## config.mk

```make
export PLATFORM = sky130hd
export DESIGN_NAME = bellek_hakemi
export DESIGN_NICKNAME = d
export VERILOG_FILES = /design/src/rtl/bellek_paket.sv /design/src/rtl/rr_hakem_2.sv /design/src/rtl/bellek_hakemi.sv
export SDC_FILE = /design/constraint.sdc
export NUM_CORES = 1
export LEC_CHECK = 0
export CAP_MARGIN = 20
export CORE_ASPECT_RATIO = 0.8
export CORE_MARGIN = 2
export CORE_UTILIZATION = 44
export CTS_CLUSTER_DIAMETER = 150
export DETAILED_ROUTE_END_ITERATION = 16
export MAX_ROUTING_LAYER = met4
export PLACE_DENSITY = 0.86
export SYNTH_ARGS = -nofsm -noshare
export SYNTH_HDL_FRONTEND = slang
export SYNTH_SLANG_ARGS = --single-unit
```

## constraint.sdc

```tcl
create_clock -name clk -period 3.41 [get_ports clk]
set_input_delay 0.682 -clock clk [delete_from_list [all_inputs] [get_ports clk]]
set_output_delay 0.682 -clock clk [all_outputs]
set_load 0.02 [all_outputs]
```

## src/rtl/bellek_paket.sv

```systemverilog
// Shared definitions for the memory arbiter: FSM states, default timeout and abort data.
package bellek_paket;

    typedef enum logic [1:0] {
        IDLE  = 2'd0,
        SERVE = 2'd1,
        DONE  = 2'd2
    } durum_t;

    localparam int unsigned VARSAYILAN_TIMEOUT = 255;
    localparam logic [31:0] IPTAL_VERISI       = 32'hFFFF_FFFF;

endpackage

```

## src/rtl/rr_hakem_2.sv

```systemverilog
// Two-input round-robin grant decision; the last-grant pointer lives in the caller.
module rr_hakem_2 (
    input  logic [1:0] req,
    input  logic       last_grant,
    output logic       grant_valid,
    output logic       grant_idx
);

    // A lone requester wins outright; on a tie the one not granted last wins.
    always_comb begin
        grant_valid = |req;
        grant_idx   = 1'b0;
        case (req)
            2'b01:   grant_idx = 1'b0;
            2'b10:   grant_idx = 1'b1;
            2'b11:   grant_idx = ~last_grant;
            default: grant_idx = 1'b0;
        endcase
    end

endmodule

```

## src/rtl/bellek_hakemi.sv

```systemverilog
// Memory arbiter: shares one iomem port between the instruction cache (m0) and the
// data cache (m1), with a per-transaction wait limit and a sticky timeout flag.
module bellek_hakemi
    import bellek_paket::*;
#(
    parameter int unsigned TIMEOUT = VARSAYILAN_TIMEOUT
) (
    input  logic        clk,
    input  logic        rst,

    input  logic        m0_valid,
    input  logic [31:0] m0_addr,
    input  logic [3:0]  m0_wstrb,
    input  logic [31:0] m0_wdata,
    output logic        m0_ready,
    output logic [31:0] m0_rdata,

    input  logic        m1_valid,
    input  logic [31:0] m1_addr,
    input  logic [3:0]  m1_wstrb,
    input  logic [31:0] m1_wdata,
    output logic        m1_ready,
    output logic [31:0] m1_rdata,

    output logic        m0_busy,
    output logic        m1_busy,

    output logic        iomem_valid,
    input  logic        iomem_ready,
    output logic [31:0] iomem_addr,
    output logic [3:0]  iomem_wstrb,
    output logic [31:0] iomem_write_data,
    input  logic [31:0] iomem_read_data,

    output logic        timeout_err
);

    // Counter only needs to reach TIMEOUT-1: the abort fires on the edge it would hit TIMEOUT.
    localparam int unsigned CNT_W = (TIMEOUT > 1) ? $clog2(TIMEOUT) : 1;
    localparam logic [CNT_W-1:0] CNT_SON = CNT_W'(TIMEOUT - 1);

    durum_t           state;
    logic [CNT_W-1:0] wait_cnt;
    logic             owner;
    logic             last_grant;

    logic             grant_valid;
    logic             grant_idx;
    logic [31:0]      sel_addr;
    logic [3:0]       sel_wstrb;
    logic [31:0]      sel_wdata;

    rr_hakem_2 u_rr_hakem_2 (
        .req         ({m1_valid, m0_valid}),
        .last_grant  (last_grant),
        .grant_valid (grant_valid),
        .grant_idx   (grant_idx)
    );

    // Route the winning requester's command toward the iomem registers.
    always_comb begin
        sel_addr  = grant_idx ? m1_addr  : m0_addr;
        sel_wstrb = grant_idx ? m1_wstrb : m0_wstrb;
        sel_wdata = grant_idx ? m1_wdata : m0_wdata;
    end

    // Arbitration FSM; every output is registered here.
    always_ff @(posedge clk) begin
        if (!rst) begin
            state            <= IDLE;
            wait_cnt         <= '0;
            owner            <= 1'b0;
            last_grant       <= 1'b0;
            iomem_valid      <= 1'b0;
            iomem_addr       <= '0;
            iomem_wstrb      <= '0;
            iomem_write_data <= '0;
            m0_ready         <= 1'b0;
            m1_ready         <= 1'b0;
            m0_rdata         <= '0;
            m1_rdata         <= '0;
            m0_busy          <= 1'b0;
            m1_busy          <= 1'b0;
            timeout_err      <= 1'b0;
        end else begin
            unique case (state)
                IDLE: begin
                    if (grant_valid) begin
                        iomem_valid      <= 1'b1;
                        iomem_addr       <= sel_addr;
                        iomem_wstrb      <= sel_wstrb;
                        iomem_write_data <= sel_wdata;
                        wait_cnt         <= '0;
                        owner            <= grant_idx;
                        last_grant       <= grant_idx;
                        m0_busy          <= grant_idx;
                        m1_busy          <= ~grant_idx;
                        state            <= SERVE;
                    end
                end
                SERVE: begin
                    // A reply in the timeout cycle still counts as a normal completion.
                    if (iomem_ready) begin
                        iomem_valid <= 1'b0;
                        if (owner) begin
                            m1_rdata <= iomem_read_data;
                            m1_ready <= 1'b1;
                        end else begin
                            m0_rdata <= iomem_read_data;
                            m0_ready <= 1'b1;
                        end
                        state <= DONE;
                    end else if (wait_cnt == CNT_SON) begin
                        iomem_valid <= 1'b0;
                        timeout_err <= 1'b1;
                        if (owner) begin
                            m1_rdata <= IPTAL_VERISI;
                            m1_ready <= 1'b1;
                        end else begin
                            m0_rdata <= IPTAL_VERISI;
                            m0_ready <= 1'b1;
                        end
                        state <= DONE;
                    end else begin
                        wait_cnt <= wait_cnt + 1'b1;
                    end
                end
                DONE: begin
                    m0_ready <= 1'b0;
                    m1_ready <= 1'b0;
                    m0_busy  <= 1'b0;
                    m1_busy  <= 1'b0;
                    state    <= IDLE;
                end
                default: state <= IDLE;
            endcase
        end
    end

endmodule

```

==> metrics.md <==
| Metric | Value |
|---|---|
| Outcome | `finished clean` |
| Gpl congestion | `0.856` |
| Row cnt | `39` |
| Post-Synthesis Cells | `660` |
| Critical path capture point | `wait_cnt[7]` |
| Critical Path End Type | `flop` |
| CTS tree | `done` |
| Syn_nets | `roughly 840` |
| Syn avg cell area | `between 9 and 10 sq um` |
| Synth cell count leaders | `dfxtp_1 (149), mux2i_1 (132), nor2_1 (74), a211oi_1 (69), nand2_1 (68)` |
| CTS Buf Count | `17` |
| Worst setup path startpoint | `state[1]` |
| Synth top area cells | `dfxtp_1 (47%), mux2i_1 (21%), a211oi_1 (8.1%)` |
| Synth unique cells | `41` |
| H-tree level count | `4` |
| Maximum VDD drop | `0.416 mV` |
| Nets@finish | `1126` |
| Setup CP Type | `reg -> reg` |
| CP startpoint kind | `flop` |
| Worst Max-Slew Pin Slew | `0.736 ns` |
| Seq/Total Area, Yosys | `0.466` |
| Largest net degree at the start of global routing | `86` |
| Tmin final | `2.19 ns` |
| Sequential share of power | `0.388` |
| Die width | `about 140 um` |
| Most frequent cell after synthesis | `dfxtp_1` |
| Remaining DRCs | `0` |
| Die span in y | `between 100 and 150 um` |
| Fmax achieved | `456 MHz` |
| EDFF count, synth | `0` |
| Clock tree buffer depth | `2` |
| Final Skew | `0.00771 ns` |
| Antenna violations before repair | `1` |
| Arr. time, crit path | `2.53 ns` |
| Drt initial violations | `~260` |
| R2R depth | `6` |
| Clock power frac | `0.342` |
| HP Class | `reg -> reg` |
| Setup violators final | `0` |
| Share of the synthesized area in the top cell type | `0.466` |
| # resized after CTS | `0` |
| Yosys top cell by area | `dfxtp_1` |
| IO buf count | `just over 300` |
| Final hold vios | `0` |
| Routed Antenna Nets | `0` |
| Critical-path maximum fanout | `15` |
| DR vias/cell | `5.25` |
| Post-Route WL | `~20 mm` |
| Grt ovf | `0` |
| Area growth, synth to finish | `59.4%` |
| Prevailing post-synth register cell | `dfxtp_1` |
| Ys async rst share | `0` |
| First-pass GRT wire length | `31.2 mm` |
| Leakage power | `approximately 4 nW` |
| Share of total power in combinational logic | `0.270` |
| Max-Cap Viols | `0` |
| 1st-pass router iterations | `5` |
| Pwr Total | `5.23 mW` |
| Slew Viols, Final | `0` |
| Root Buffer | `clkbuf_16` |
| I/O pins | `311` |
| Layout cells sized above 1 | `0.0604` |
| Sink Count | `149` |
| Cts hold-fix bufs | `0` |
| Power Density | `513 nW/um^2` |
| Syn Std Cell Area | `6400 sq um` |
| WHS | `0.460 ns` |
| Post-CTS setup buffer count | `0` |
| Vias in the first global route | `between 5000 and 6000` |
| Critical R2R Launch | `state[1]` |
| Final setup TNS | `0 ns` |
| Core footprint | `14200 sq um` |
| Slew headroom | `0.506` |
| Clock latency on the worst-skew pair | `about 0.41 ns` |
| Final period util | `0.643` |
| DP HPWL | `14.4 mm` |
| DR vias | `between 6000 and 7000` |
| Switching share of total power | `0.301` |
| Syn. warnings | `0` |
| R2R Path End | `wait_cnt[7]` |
| R2R Setup Slk | `1.22 ns` |
| Die area | `15500 sq um` |
| NetSw | `1.57 mW` |
| Critical path data required time | `3.75 ns` |
| Total GRT Usage | `0.262` |
| Avg WL per Cell | `17.5 um` |
| Seq cells post-synth | `149` |
| RSZ-0062 raised after global routing | `no` |
| P_int | `3.66 mW` |
| Initial Util | `0.449` |
| Clock-pin transition on the worst setup and hold timing paths | `0.06 ns` |
-- kinds of logic (layout without fill, tap and decap cells) --
family                     after synthesis  count (layout)  synth area share
adders and majority gates                6               6            0.0117
other                                    0               1                 0
muxes                                  132             132             0.207
buffers and inverters                   63             363            0.0522
DFF                                    149             149             0.466
and+or+nand+nor                        178             178             0.122
AOI/OAI and AO/OA                      132             132             0.141
-- registers in the layout, indices dropped and copies added (netlist names) --
signal / flops
last_grant: 1
m1_rdata: 32
m0_busy: 1
iomem_addr: 32
m1_ready: 1
wait_cnt: 8
state: 2
timeout_err: 1
iomem_write_data: 32
iomem_valid: 1
iomem_wstrb: 4
m1_busy: 1
m0_rdata: 32
m0_ready: 1
-- critical path, cell delays in order (launching register included) --
cell	delay, ns
dfxtp_1	0.33
inv_1	0.10
ha_1	0.52
nand2b_1	0.15
a211oi_1	0.65
nand4b_1	0.18
a31oi_1	0.20
-- routing by layer --
metal / wire [um] / share of wire / global-route usage / up-vias
met3: 1770 / 0.088 / 0.0994 / 28
met1: 7920 / 0.40 / 0.290 / 2801
met4: 348 / 0.017 / 0.0788 / 0
met2: 9980 / 0.50 / 0.442 / 239
met5: 0 / 0 / - / -
li1: - / - / - / 2946
-- cell type report --
cell class              count  area, sq um
diodes                      1         2.50
clock buffers              18          439
clock inverters            14          126
fillers                  1061         4050
inverters                   8         30.0
multi-input cells         448         3100
flip-flops and latches    149         2980
well taps                 184          230
repair buffers            323         3280
-- power by group through the flow --
stage               Combinational [mW]  Clock, mW  Sequential, mW
finish                            1.41       1.79            2.03
CTS                               1.42       1.82            2.03
global placement                  1.39          0            2.06
detailed placement                1.41          0            2.06
global route                      1.51       1.90            2.05
floorplan                        0.516          0            2.27
-- cell usage in the layout, fill, tap and decap left out, types with 2 or more instances in the layout --
cell,n
ha_1,6
inv_1,6
dfxtp_1,149
o211ai_1,3
clkinvlp_4,2
buf_4,6
nand3_1,16
nor3b_1,2
a31oi_1,8
nand4b_1,3
clkbuf_16,17
nor2_1,74
a211oi_1,69
clkdlybuf4s50_1,309
a311oi_1,2
clkinv_2,4
buf_12,7
inv_6,4
o21ai_2,2
or4_1,3
clkinv_4,3
a21oi_1,6
nand2_1,68
inv_2,2
mux2i_1,132
nand2b_1,2
o21ai_0,35
-- per-stage QoR --
step	setup slack (ns)	util	instances	area (sq um)
5_1_grt	1.00	0.715	1145	10200
4_1_cts	1.21	0.715	1144	10200
3_3_place_gp	0.861	0.676	1112	9630
6_report	1.22	0.715	1145	10200
3_5_place_dp	0.782	0.676	1112	9630
2_1_floorplan	1.67	-	660	6400
-- how the worst min path moves through the flow --
stage	from	endpoint	cells past startpoint
2_1_floorplan	state[1]	state[1]	2
3_3_place_gp	m0_rdata[17]	m0_rdata[17]	2
3_5_place_dp	m0_rdata[3]	m0_rdata[3]	2
4_1_cts	m0_rdata[0]	m0_rdata[0]	2
5_1_grt	m0_rdata[1]	m0_rdata[1]	2
6_report	m1_rdata[20]	m1_rdata[20]	2
No activity file was read; power rests on OpenSTA's default activity.
